[src/rtl/cpu_mem_arbiter_if.sv]
`default_nettype none
// ============================================================================
// Module      : cpu_mem_arbiter_if
// Description : Bundle of the CPU fetch port, CPU data port and the single
//               memory port that cpu_mem_arbiter switches between them.
//               Signal names carry the arbiter's point of view (_in = into
//               the arbiter, _out = out of the arbiter).
//   slave  : arbiter view (consumes requests and memory responses)
//   master : environment view (CPU ports plus RAM/bus slave)
// Revision    : 1.0 - initial release
// ============================================================================
interface cpu_mem_arbiter_if;
    // Instruction-fetch port
    logic [63:0] instr_address_in;
    logic        instr_read_in;
    logic [63:0] instr_read_value_out;
    logic        instr_ready_out;
    // Data port
    logic [63:0] data_address_in;
    logic        data_read_in;
    logic        data_write_in;
    logic [6:0]  data_write_mask_in;
    logic [63:0] data_write_value_in;
    logic [63:0] data_read_value_out;
    logic        data_ready_out;
    // Memory port
    logic [63:0] mem_address_out;
    logic        mem_read_out;
    logic        mem_write_out;
    logic [6:0]  mem_write_mask_out;
    logic [63:0] mem_write_value_out;
    logic [63:0] mem_read_value_in;
    logic        mem_ready_in;

    modport slave (
        input  instr_address_in, instr_read_in,
        output instr_read_value_out, instr_ready_out,
        input  data_address_in, data_read_in, data_write_in,
        input  data_write_mask_in, data_write_value_in,
        output data_read_value_out, data_ready_out,
        output mem_address_out, mem_read_out, mem_write_out,
        output mem_write_mask_out, mem_write_value_out,
        input  mem_read_value_in, mem_ready_in
    );

    modport master (
        output instr_address_in, instr_read_in,
        input  instr_read_value_out, instr_ready_out,
        output data_address_in, data_read_in, data_write_in,
        output data_write_mask_in, data_write_value_in,
        input  data_read_value_out, data_ready_out,
        input  mem_address_out, mem_read_out, mem_write_out,
        input  mem_write_mask_out, mem_write_value_out,
        output mem_read_value_in, mem_ready_in
    );
endinterface
`default_nettype wire

[src/rtl/cpu_mem_arbiter.sv]
`default_nettype none
// ============================================================================
// Module      : cpu_mem_arbiter
// Description : Shares one memory port between the CPU instruction-fetch
//               port and the CPU data port. Registered grant FSM with data
//               priority and a streak counter that bounds how many data
//               grants may complete while a fetch is waiting.
// Ports       : clk   - system clock
//               reset - synchronous, active-high reset
//               bus   - cpu_mem_arbiter_if.slave (fetch, data, memory ports)
// Parameters  : STARVE_LIMIT - max consecutive data grants while a fetch
//               waits (1..15)
// Revision    : 1.0 - initial release
// ============================================================================
module cpu_mem_arbiter #(
    parameter int unsigned STARVE_LIMIT = 4
) (
    input  logic              clk,
    input  logic              reset,
    cpu_mem_arbiter_if.slave  bus
);

    localparam logic [1:0] ST_IDLE        = 2'd0;
    localparam logic [1:0] ST_GRANT_INSTR = 2'd1;
    localparam logic [1:0] ST_GRANT_DATA  = 2'd2;
    localparam logic [3:0] LIMIT          = 4'(STARVE_LIMIT);

    logic [1:0] state_q, state_d;
    logic [3:0] streak_q, streak_d;
    logic       pend_d, pend_i;

    assign pend_d = bus.data_read_in | bus.data_write_in;
    assign pend_i = bus.instr_read_in;

    // Grant decision shared by the IDLE path and the back-to-back path.
    function automatic logic [1:0] arbitrate(input logic d, input logic i,
                                             input logic [3:0] streak);
        if (d && i && (streak == LIMIT)) return ST_GRANT_INSTR;
        else if (d)                      return ST_GRANT_DATA;
        else if (i)                      return ST_GRANT_INSTR;
        else                             return ST_IDLE;
    endfunction

    always_comb begin
        state_d  = state_q;
        streak_d = streak_q;

        bus.mem_address_out      = 64'd0;
        bus.mem_read_out         = 1'b0;
        bus.mem_write_out        = 1'b0;
        bus.mem_write_mask_out   = 7'd0;
        bus.mem_write_value_out  = 64'd0;
        bus.instr_ready_out      = 1'b0;
        bus.instr_read_value_out = 64'd0;
        bus.data_ready_out       = 1'b0;
        bus.data_read_value_out  = 64'd0;

        case (state_q)
            ST_IDLE: begin
                // mem_ready_in is deliberately ignored here.
                state_d = arbitrate(pend_d, pend_i, streak_q);
            end

            ST_GRANT_INSTR: begin
                // Strobes follow the request level so a flushed fetch
                // disappears from the memory port in the same cycle.
                bus.mem_address_out      = bus.instr_address_in;
                bus.mem_read_out         = bus.instr_read_in;
                bus.instr_read_value_out = bus.mem_read_value_in;
                bus.instr_ready_out      = bus.mem_ready_in & pend_i;
                if (!pend_i) begin
                    state_d = ST_IDLE;
                end else if (bus.mem_ready_in) begin
                    // The completing fetch is still high this cycle; mask
                    // it so it is not granted a second time.
                    streak_d = 4'd0;
                    state_d  = arbitrate(pend_d, 1'b0, streak_q);
                end
            end

            ST_GRANT_DATA: begin
                bus.mem_address_out     = bus.data_address_in;
                bus.mem_read_out        = bus.data_read_in;
                bus.mem_write_out       = bus.data_write_in;
                bus.mem_write_mask_out  = bus.data_write_mask_in;
                bus.mem_write_value_out = bus.data_write_value_in;
                bus.data_read_value_out = bus.mem_read_value_in;
                bus.data_ready_out      = bus.mem_ready_in & pend_d;
                if (!pend_d) begin
                    state_d = ST_IDLE;
                end else if (bus.mem_ready_in) begin
                    if (pend_i) begin
                        streak_d = (streak_q >= LIMIT) ? LIMIT : streak_q + 4'd1;
                    end else begin
                        streak_d = 4'd0;
                    end
                    state_d = arbitrate(1'b0, pend_i, streak_q);
                end
            end

            default: begin
                state_d = ST_IDLE;
            end
        endcase
    end

    always_ff @(posedge clk) begin
        if (reset) begin
            state_q  <= ST_IDLE;
            streak_q <= 4'd0;
        end else begin
            state_q  <= state_d;
            streak_q <= streak_d;
        end
    end

endmodule
`default_nettype wire

[src/flat_wrapper.sv]
// flat-port wrapper written by rule: the top's interface ports become plain ports
module cpu_mem_arbiter_flat 
#(
    parameter int unsigned STARVE_LIMIT = 4
)
  (clk, reset, bus_instr_address_in, bus_instr_read_in, bus_instr_read_value_out, bus_instr_ready_out, bus_data_address_in, bus_data_read_in, bus_data_write_in, bus_data_write_mask_in, bus_data_write_value_in, bus_data_read_value_out, bus_data_ready_out, bus_mem_address_out, bus_mem_read_out, bus_mem_write_out, bus_mem_write_mask_out, bus_mem_write_value_out, bus_mem_read_value_in, bus_mem_ready_in);
  cpu_mem_arbiter_if bus_i ();
  input  logic clk;
  input  logic reset;
  input wire logic [$bits(bus_i.instr_address_in)-1:0] bus_instr_address_in;
  input wire logic [$bits(bus_i.instr_read_in)-1:0] bus_instr_read_in;
  output wire logic [$bits(bus_i.instr_read_value_out)-1:0] bus_instr_read_value_out;
  output wire logic [$bits(bus_i.instr_ready_out)-1:0] bus_instr_ready_out;
  input wire logic [$bits(bus_i.data_address_in)-1:0] bus_data_address_in;
  input wire logic [$bits(bus_i.data_read_in)-1:0] bus_data_read_in;
  input wire logic [$bits(bus_i.data_write_in)-1:0] bus_data_write_in;
  input wire logic [$bits(bus_i.data_write_mask_in)-1:0] bus_data_write_mask_in;
  input wire logic [$bits(bus_i.data_write_value_in)-1:0] bus_data_write_value_in;
  output wire logic [$bits(bus_i.data_read_value_out)-1:0] bus_data_read_value_out;
  output wire logic [$bits(bus_i.data_ready_out)-1:0] bus_data_ready_out;
  output wire logic [$bits(bus_i.mem_address_out)-1:0] bus_mem_address_out;
  output wire logic [$bits(bus_i.mem_read_out)-1:0] bus_mem_read_out;
  output wire logic [$bits(bus_i.mem_write_out)-1:0] bus_mem_write_out;
  output wire logic [$bits(bus_i.mem_write_mask_out)-1:0] bus_mem_write_mask_out;
  output wire logic [$bits(bus_i.mem_write_value_out)-1:0] bus_mem_write_value_out;
  input wire logic [$bits(bus_i.mem_read_value_in)-1:0] bus_mem_read_value_in;
  input wire logic [$bits(bus_i.mem_ready_in)-1:0] bus_mem_ready_in;
  assign bus_i.instr_address_in = bus_instr_address_in;
  assign bus_i.instr_read_in = bus_instr_read_in;
  assign bus_instr_read_value_out = bus_i.instr_read_value_out;
  assign bus_instr_ready_out = bus_i.instr_ready_out;
  assign bus_i.data_address_in = bus_data_address_in;
  assign bus_i.data_read_in = bus_data_read_in;
  assign bus_i.data_write_in = bus_data_write_in;
  assign bus_i.data_write_mask_in = bus_data_write_mask_in;
  assign bus_i.data_write_value_in = bus_data_write_value_in;
  assign bus_data_read_value_out = bus_i.data_read_value_out;
  assign bus_data_ready_out = bus_i.data_ready_out;
  assign bus_mem_address_out = bus_i.mem_address_out;
  assign bus_mem_read_out = bus_i.mem_read_out;
  assign bus_mem_write_out = bus_i.mem_write_out;
  assign bus_mem_write_mask_out = bus_i.mem_write_mask_out;
  assign bus_mem_write_value_out = bus_i.mem_write_value_out;
  assign bus_i.mem_read_value_in = bus_mem_read_value_in;
  assign bus_i.mem_ready_in = bus_mem_ready_in;
  cpu_mem_arbiter #(.STARVE_LIMIT(STARVE_LIMIT)) u_core (.clk(clk), .reset(reset), .bus(bus_i));
endmodule
[config.mk]
export PLATFORM = sky130hd
export DESIGN_NAME = cpu_mem_arbiter_flat
export DESIGN_NICKNAME = d
export VERILOG_FILES = /design/src/rtl/cpu_mem_arbiter_if.sv /design/src/rtl/cpu_mem_arbiter.sv /design/src/flat_wrapper.sv
export SDC_FILE = /design/constraint.sdc
export NUM_CORES = 1
export LEC_CHECK = 0
export CORE_AREA = 4 4 208 210
export CTS_CLUSTER_DIAMETER = 120
export CTS_CLUSTER_SIZE = 24
export DETAILED_ROUTE_END_ITERATION = 8
export DIE_AREA = 0 0 212 214
export PLACE_DENSITY = 0.33
export SLEW_MARGIN = 0
export SYNTH_ARGS = -nofsm -noshare
export SYNTH_HDL_FRONTEND = slang
export SYNTH_SLANG_ARGS = --single-unit
[constraint.sdc]
create_clock -name clk -period 3 [get_ports clk]
set_input_delay 0.6 -clock clk [delete_from_list [all_inputs] [get_ports clk]]
set_output_delay 0.6 -clock clk [all_outputs]
set_load 0.05 [all_outputs]
==> impl_metrics.ini, run 1 <==
[outcome]
status = complete, no violations

[synthesis]
yosysTopAreaCell = and2_1
synth-edff-count = 0
syn-num-nets = 696
ys_warn_count = 0
synthCells = 421
yosysMostFrequentCell = and2_1
ys_top_cells_by_count = and2_1, a22oi_1, nor2b_1
ys_top_cells_by_area = and2_1, a22oi_1, nor2b_1
syn_area_mm2 = 0.002773
post_synth_num_cell_types = 30
async_reset_ff_frac = 0
postSynthAreaPerCell_um2 = 6.586
synth_top_area_share = 0.4513
synth-seq-area-share = 0.04332
ys.flop_type = dfxtp_1
synth_seq_cells = 6

[timing]
fmax_ghz = 0.3812
drv_slew = 0
slew-limit-headroom = 0.7113
finalSetupTns_ns = 0
setup_viol_count_final = 0
hold_viol = 0
clock_skew_ns = 0.0005018
fin_hold_ws_ns = 0.4912
fin_crit_sh = 0.8744
worst_pin_slew_ns = 0.4285
post-route-min-period_ns = 2.623
grt_setup_unrepaired = false
finalWorstSetupSlack_ns = 0.3767

[placed_design]
place_area_mm2 = 0.01056
io_buffers = 535
pre_cts_ws_ns = 0.5597
dp_hpwl_um = 23920
gp_congestion = 0.8004
post-place-cells = 1468

[clocking]
cts_made_buffers = 3
cts_setup_buffers = 0
cts_sinks = 6
clk_latency_ns = 0.22
clk_pin_slew_ns = 0.03
clockBufferDepth = 2
cts_root_buf = clkbuf_16
cts.htree.levels = 1
ctsHoldBuffers = 0
post_cts_resized = 0
cts_tree = done

[grt]
antenna_found_initial = 2
grt_pass1_vias = 5216
grt-ovfl-total = 0
grtUsageTotal = 0.1100
grt_pass1_wl_um = 37750
grt_max_degree = 52

[die]
core-area_mm2 = 0.04157
ioPinCount = 536
dieWidth_um = 212
die_area_mm2 = 0.04537
rows = 75
fp.dieH_um = 214
initial_core_util = 0.06670

[setup_path]
cp_slowest_cell = dfxtp_1
path_cells = inv_1, ha_4, buf_12, buf_4, and2_1, buf_4
cp_num_buf_inv = 4
crit_fanout = 44
crit_cells = 6
end_kind = primary output
path_class = reg -> out
critPathMostFrequentCell = buf_4
crit_required_ns = 2.40
start_kind = flip-flop
worstPathArrival_ns = 2.02
slowest_delay_ns = 0.36
reg2reg_depth = 7
critPathTopFamily = buffers and inverters

[layout]
fill_cells = 4428
final_area_mm2 = 0.01064
drive_gt1_frac = 0.3187
syn_to_final_growth_pct = 283.6
final_util = 0.2559
layoutNonFillerInstCount = 1473
final_nets = 1209

[power]
power.leakage_nw = 4.093
p_switching_mw = 1.458
combPwrFrac = 0.898
swShare = 0.4900
internal_power_mw = 1.518
power_frac_seq = 0.030
p_clk_frac = 0.072
irDropWorstVdd_uv = 194.1
total_power_mw = 2.975
power_density_mw_per_mm2 = 279.7

[drt]
routed_wl_um = 27090
vias = 4854
firstDrtPassIters = 4
detail-route-antenna-nets = 0
wl_per_cell_um = 18.39
via_per_inst = 3.295
drt_iter0_drc = 134
drc = 0

[flow_run]
maxCapViolCount = 0

[worst_hold_path]
whs_path_depth = 2
hold_path.class = reg -> reg
power groups by stage:
stage,Clock (mW),Sequential (mW),Combinational (mW)
final,0.215,0.0879,2.67
after global routing,0.223,0.0885,2.80
after global placement,0,0.0888,2.72
after floorplan,0,0.0871,1.25
after CTS,0.217,0.0880,2.72
after detailed placement,0,0.0892,2.71
kinds of logic (layout without fill, tap and decap cells):
| family | after synthesis | after routing | share of synthesized area |
|---|---|---|---|
| and+or+nand+nor | 280 | 280 | 0.6277 |
| DFF | 6 | 6 | 0.04332 |
| adders and majority gates | 6 | 6 | 0.02708 |
| buffers and inverters | 50 | 561 | 0.07942 |
| other | 0 | 2 | 0 |
| AOI/OAI and AO/OA | 79 | 79 | 0.2225 |
flip-flops by register name (all words and copies together), names as in the netlist:
register,flops
u_core.state_q,2
u_core.streak_q,4
placed cells by master (no fill, tap or decap), drive strengths merged, types with 2 or more instances in the layout:
master and count:
a22oi 64, clkbuf 3, clkdlybuf4s50 268, a21boi 2
ha 6, a21oi 2, buf 284, inv 6
nand3 2, nand2 5, o31ai 3, and3 2
diode 2, and2 200, dfxtp 6, nor2b 64
o21ai 5
layer usage:
metal	GRT usage	vias to the layer above	wire (µm)
met2	0.2182	254	14850
met4	0.002377	0	92
li1	-	2409	-
met5	0	-	0
met1	0.1159	2187	9362
met3	0.03940	4	2779
area by class of cell:
cell class              instances  area, µm²  area share
multi-input cells             365       2460      0.2313
well taps                     539      674.4     0.06340
diodes                          2      5.005   0.0004705
repair buffers                552       7279      0.6844
clock buffers                   3      75.07    0.007058
inverters                       6      22.52    0.002117
flip-flops and latches          6      120.1     0.01129
path summary, 6_finish.rpt:
check                                         from                           to  slack (ns)
worst max-delay path             u_core.state_q[0]  bus_data_read_value_out[50]        0.38
worst min-delay path            u_core.streak_q[2]           u_core.streak_q[2]        0.49
worst max register to register   u_core.state_q[1]           u_core.streak_q[2]        1.05
worst min register to register  u_core.streak_q[2]           u_core.streak_q[2]        0.49
worst reg2reg max path, delay by kind of cell, from the launching register on:
family | cells | cell delay (ns)
buffers and inverters | 2 | 0.41
AOI/OAI and AO/OA | 3 | 0.53
DFF | 1 | 0.35
and+or+nand+nor | 1 | 0.28
adders and majority gates | 1 | 0.29
Power figures use the tool's default switching activity.
==> inputs of run 2 (changes only) <==
--- a/config.mk
+++ b/config.mk
@@ -5,6 +5,7 @@
 export SDC_FILE = /design/constraint.sdc
 export NUM_CORES = 1
 export LEC_CHECK = 0
+export CAP_MARGIN = 20
 export CORE_AREA = 4 4 208 210
 export CTS_CLUSTER_DIAMETER = 120
 export CTS_CLUSTER_SIZE = 24
==> constraint.sdc (replaced) <==
create_clock -name clk -period 3 [get_ports clk]
set_input_delay 0.6 -clock clk [delete_from_list [all_inputs] [get_ports clk]]
set_output_delay 0.6 -clock clk [all_outputs]
set_load 0.1 [all_outputs]
==> impl_metrics.ini, run 2 (synthesized netlist as in run 1, its figures left out) <==
[power]
power.leakage_nw = 4.225
power_density_mw_per_mm2 = 355.8
irDropWorstVdd_uv = 167.3

[die]
ioPinCount = 536
fp.dieH_um = 214
rows = 75
core-area_mm2 = 0.04157
die_area_mm2 = 0.04537
initial_core_util = 0.06670
dieWidth_um = 212

[clocking]
cts_made_buffers = 3
clk_pin_slew_ns = 0.04
cts_root_buf = clkbuf_16
clockBufferDepth = 2
cts_tree = done
cts.htree.levels = 1
post_cts_resized = 0
clk_latency_ns = 0.23
cts_setup_buffers = 0
cts_sinks = 6
ctsHoldBuffers = 0

[setup_path]
crit_required_ns = 2.40
path_class = reg -> out
end_kind = primary output
cp_slowest_cell = a22oi_1
worstPathArrival_ns = 1.97
start_kind = flip-flop
crit_fanout = 64
path_cells = inv_1, ha_4, buf_12, a22oi_1, nor2b_2, buf_12
slowest_delay_ns = 0.42
critPathMostFrequentCell = buf_12

[timing]
post-route-min-period_ns = 2.568
setup_viol_count_final = 0
worst_pin_slew_ns = 0.4550
grt_setup_unrepaired = false
drv_slew = 0
fin_crit_sh = 0.8559
fmax_ghz = 0.3895
hold_viol = 0
clock_skew_ns = 0.004750
slew-limit-headroom = 0.6967

[drt]
vias = 4783
wl_per_cell_um = 18.59
drc = 0
routed_wl_um = 27220
detail-route-antenna-nets = 0
via_per_inst = 3.267
drt_iter0_drc = 173
firstDrtPassIters = 4

[grt]
use_met1 = 0.1228
grt_pass1_vias = 4898
grtUsageTotal = 0.1108
grt_util_met3 = 0.02856
antenna_found_initial = 0
top_usage_layer = met2
grt_pass1_wl_um = 37730
grt-ovfl-total = 0
grt_max_degree = 69
met2_usage = 0.2210

[placed_design]
place_area_mm2 = 0.01121
io_buffers = 535
gp_congestion = 0.8059
dp_hpwl_um = 23620

[layout]
final_common_cell = clkdlybuf4s50_1
largest-register = u_core.streak_q
final_util = 0.2716
insertedDiodeCount = 0
largest_register_ffs = 4
final_area_mm2 = 0.01129
syn_to_final_growth_pct = 307.2
final_nets = 1202
drive_gt1_frac = 0.3719
reg_top3 = u_core.streak_q x4, u_core.state_q x2
layout_common_cells = clkdlybuf4s50_1, buf_12, and2_1, a22oi_1, nor2b_2

[flow_run]
maxCapViolCount = 0

[outcome]
status = complete, no violations

[worst_hold_path]
hold_path.class = reg -> reg
==> run 2: critical path, delay by kind of cell (launching register included) <==
family / cells / cell delay [ns]
and+or+nand+nor: 1 / 0.11
DFF: 1 / 0.41
AOI/OAI and AO/OA: 1 / 0.42
adders and majority gates: 1 / 0.23
buffers and inverters: 3 / 0.49
==> run 2: through the flow <==
step / instances / hold slack (ns) / setup TNS (ns) / total power [mW] / setup slack, ns
2_1_floorplan: 421 / 0.4544 / -0.01358 / 2.241 / -0.01358
4_1_cts: 1464 / 0.4865 / 0 / 4.075 / 0.3327
3_5_place_dp: 1461 / 0.4816 / 0 / 3.851 / 0.5773
5_1_grt: 1464 / 0.5207 / 0 / 4.148 / 0.2765
3_3_place_gp: 1461 / 0.4774 / 0 / 3.860 / 0.5718
6_report: 1464 / 0.4859 / 0 / 4.016 / 0.4323
==> run 2: power by group <==
group	switching, mW	internal (mW)	total [mW]
logic	2.31	1.40	3.71
registers	0.00413	0.0835	0.0877
clock network	0.0441	0.171	0.215
total	2.36	1.65	4.02
==> run 2: path summary, 6_finish.rpt <==
| path | endpoint | cells past startpoint | slack, ns | start |
|---|---|---|---|---|
| setup / recovery | bus_mem_address_out[45] | 6 | 0.43 | u_core.state_q[0] |
| hold reg to reg | u_core.streak_q[2] | 2 | 0.49 | u_core.streak_q[2] |
| setup reg to reg | u_core.streak_q[2] | 6 | 1.41 | u_core.state_q[1] |
| hold / removal | u_core.streak_q[2] | 2 | 0.49 | u_core.streak_q[2] |
==> run 2: routing by layer <==
layer  routed length [µm]  share of wire
met5                    0              0
met2                15250           0.56
met1                 9918           0.36
met4                    0              0
met3                 2053          0.075
==> run 2: cell type report <==
class	count	area, µm²
inverters	6	22.52
clock buffers	3	75.07
multi-input cells	365	2595
flip-flops and latches	6	120.1
fillers	4372	30280
repair buffers	545	7802
well taps	539	674.4
==> inputs of run 3 (changes only) <==
--- a/config.mk
+++ b/config.mk
@@ -7,7 +7,6 @@
 export LEC_CHECK = 0
 export CAP_MARGIN = 20
 export CORE_AREA = 4 4 208 210
-export CTS_CLUSTER_DIAMETER = 120
 export CTS_CLUSTER_SIZE = 24
 export DETAILED_ROUTE_END_ITERATION = 8
 export DIE_AREA = 0 0 212 214
@@ -16,3 +15,4 @@
 export SYNTH_ARGS = -nofsm -noshare
 export SYNTH_HDL_FRONTEND = slang
 export SYNTH_SLANG_ARGS = --single-unit
+export TNS_END_PERCENT = 1
==> impl_metrics.ini, run 3 (synthesized netlist as in run 1, its figures left out) <==
[layout]
final_nets = 1201
layout_common_cells = clkdlybuf4s50_1, buf_12, and2_1, a22oi_1, nor2b_1
drive_gt1_frac = 0.3139
syn_to_final_growth_pct = 309.9
largest_register_ffs = 4
fill_cells = 4349
largest-register = u_core.streak_q
layoutNonFillerInstCount = 1464
final_common_cell = clkdlybuf4s50_1
reg_top3 = u_core.streak_q x4, u_core.state_q x2

[power]
power_density_mw_per_mm2 = 352.3
irDropWorstVdd_uv = 156.1
total_power_mw = 4.004
power.leakage_nw = 4.240

[setup_path]
end_kind = primary output
r2r_start = u_core.state_q[0]
start_kind = flip-flop
reg2reg_depth = 7
crit_required_ns = 2.40
cp-endpoint = bus_mem_address_out[29]
reg2reg_slack_ns = 1.11
path_class = reg -> out
worstReg2RegEnd = u_core.streak_q[2]
crit_fanout = 77
worstPathArrival_ns = 2.08
critPathLaunch = u_core.state_q[0]

[clocking]
clk_pin_slew_ns = 0.03
post_cts_resized = 0
cts_made_buffers = 3
cts.htree.levels = 1
clk_latency_ns = 0.23
ctsHoldBuffers = 0
cts_sinks = 6
cts_setup_buffers = 0
cts_root_buf = clkbuf_16
cts_tree = done
clockBufferDepth = 2

[die]
die_area_mm2 = 0.04537
rows = 75
ioPinCount = 536
dieWidth_um = 212
fp.dieH_um = 214
core-area_mm2 = 0.04157
initial_core_util = 0.06670

[timing]
hold_viol = 0
drv_slew = 0
finalSetupTns_ns = 0
setup_viol_count_final = 0
fin_crit_sh = 0.8932
finalWorstSetupSlack_ns = 0.3204
slew-limit-headroom = 0.7188
grt_setup_unrepaired = false
post-route-min-period_ns = 2.680
fin_hold_ws_ns = 0.4856
clock_skew_ns = 0.0002501
worst_pin_slew_ns = 0.4175
fmax_ghz = 0.3732

[flow_run]
maxCapViolCount = 0

[placed_design]
io_buffers = 535
gp_congestion = 0.7651
dp_hpwl_um = 24380
pre_cts_ws_ns = 0.5324
post-place-cells = 1460

[drt]
drc = 0
routed_wl_um = 27680
wl_per_cell_um = 18.91
via_per_inst = 3.353
drt_iter0_drc = 184
detail-route-antenna-nets = 0
firstDrtPassIters = 4
vias = 4909

[grt]
grtUsageTotal = 0.1123
grt_pass1_wl_um = 38160
grt_pass1_vias = 5232
grt_max_degree = 81
grt-ovfl-total = 0
antenna_found_initial = 2

[worst_hold_path]
whs_path_depth = 2
hold_path.class = reg -> reg

[outcome]
status = complete, no violations
## run 3: changes by cell type in the layout (fill, tap and decap cells not counted)
| cell | delta |
|---|---|
| nor2b_1 | +53 |
| buf_4 | -18 |
| nor2b_2 | -53 |
| buf_12 | +17 |
| diode_2 | +1 |
## run 3: power by group
| group | switching, mW | leakage [nW] | total, mW | internal, mW |
|---|---|---|---|---|
| Clock | 0.0436 | 0.0370 | 0.215 | 0.171 |
| Sequential | 0.00424 | 0.0487 | 0.0878 | 0.0835 |
| Combinational | 2.31 | 4.15 | 3.70 | 1.39 |
| Total | 2.36 | 4.24 | 4.00 | 1.65 |
## run 3: worst min path at each step
stage	slack, ns	start	to
floorplan	0.45	u_core.streak_q[2]	u_core.streak_q[2]
detailed placement	0.48	u_core.streak_q[2]	u_core.streak_q[2]
global placement	0.48	u_core.streak_q[2]	u_core.streak_q[2]
global route	0.52	u_core.streak_q[2]	u_core.streak_q[2]
CTS	0.49	u_core.streak_q[2]	u_core.streak_q[2]
finish	0.49	u_core.streak_q[2]	u_core.streak_q[2]
## run 3: critical path, stage by stage, from the launching register on
cell	delay [ns]
dfxtp_1	0.35
inv_1	0.14
ha_4	0.33
buf_12	0.30
a22oi_1	0.16
nor2b_1	0.28
buf_12	0.22
## run 3: cell type report
cell class | count | area (µm²) | area share
Antenna cell | 1 | 2.502 | 0.0002202
Multi-Input combinational cell | 365 | 2462 | 0.2167
Clock buffer | 3 | 75.07 | 0.006606
Tap cell | 539 | 674.4 | 0.05934
Inverter | 6 | 22.52 | 0.001982
Sequential cell | 6 | 120.1 | 0.01057
Timing Repair Buffer | 544 | 8008 | 0.7046
## run 3: layer usage
metal | global-route usage | vias up | part of all wire
met5 | 0 | - | 0
met4 | 0.007997 | 0 | 0.0021
met3 | 0.03954 | 4 | 0.10
li1 | - | 2390 | -
met2 | 0.2222 | 277 | 0.55
met1 | 0.1169 | 2238 | 0.35
## run 3: stage by stage
step	instance area, µm²	util
finish	11360	0.2734
global route	11360	0.2734
CTS	11360	0.2733
detailed placement	11290	0.2715
global placement	11290	0.2715
floorplan	2775	-
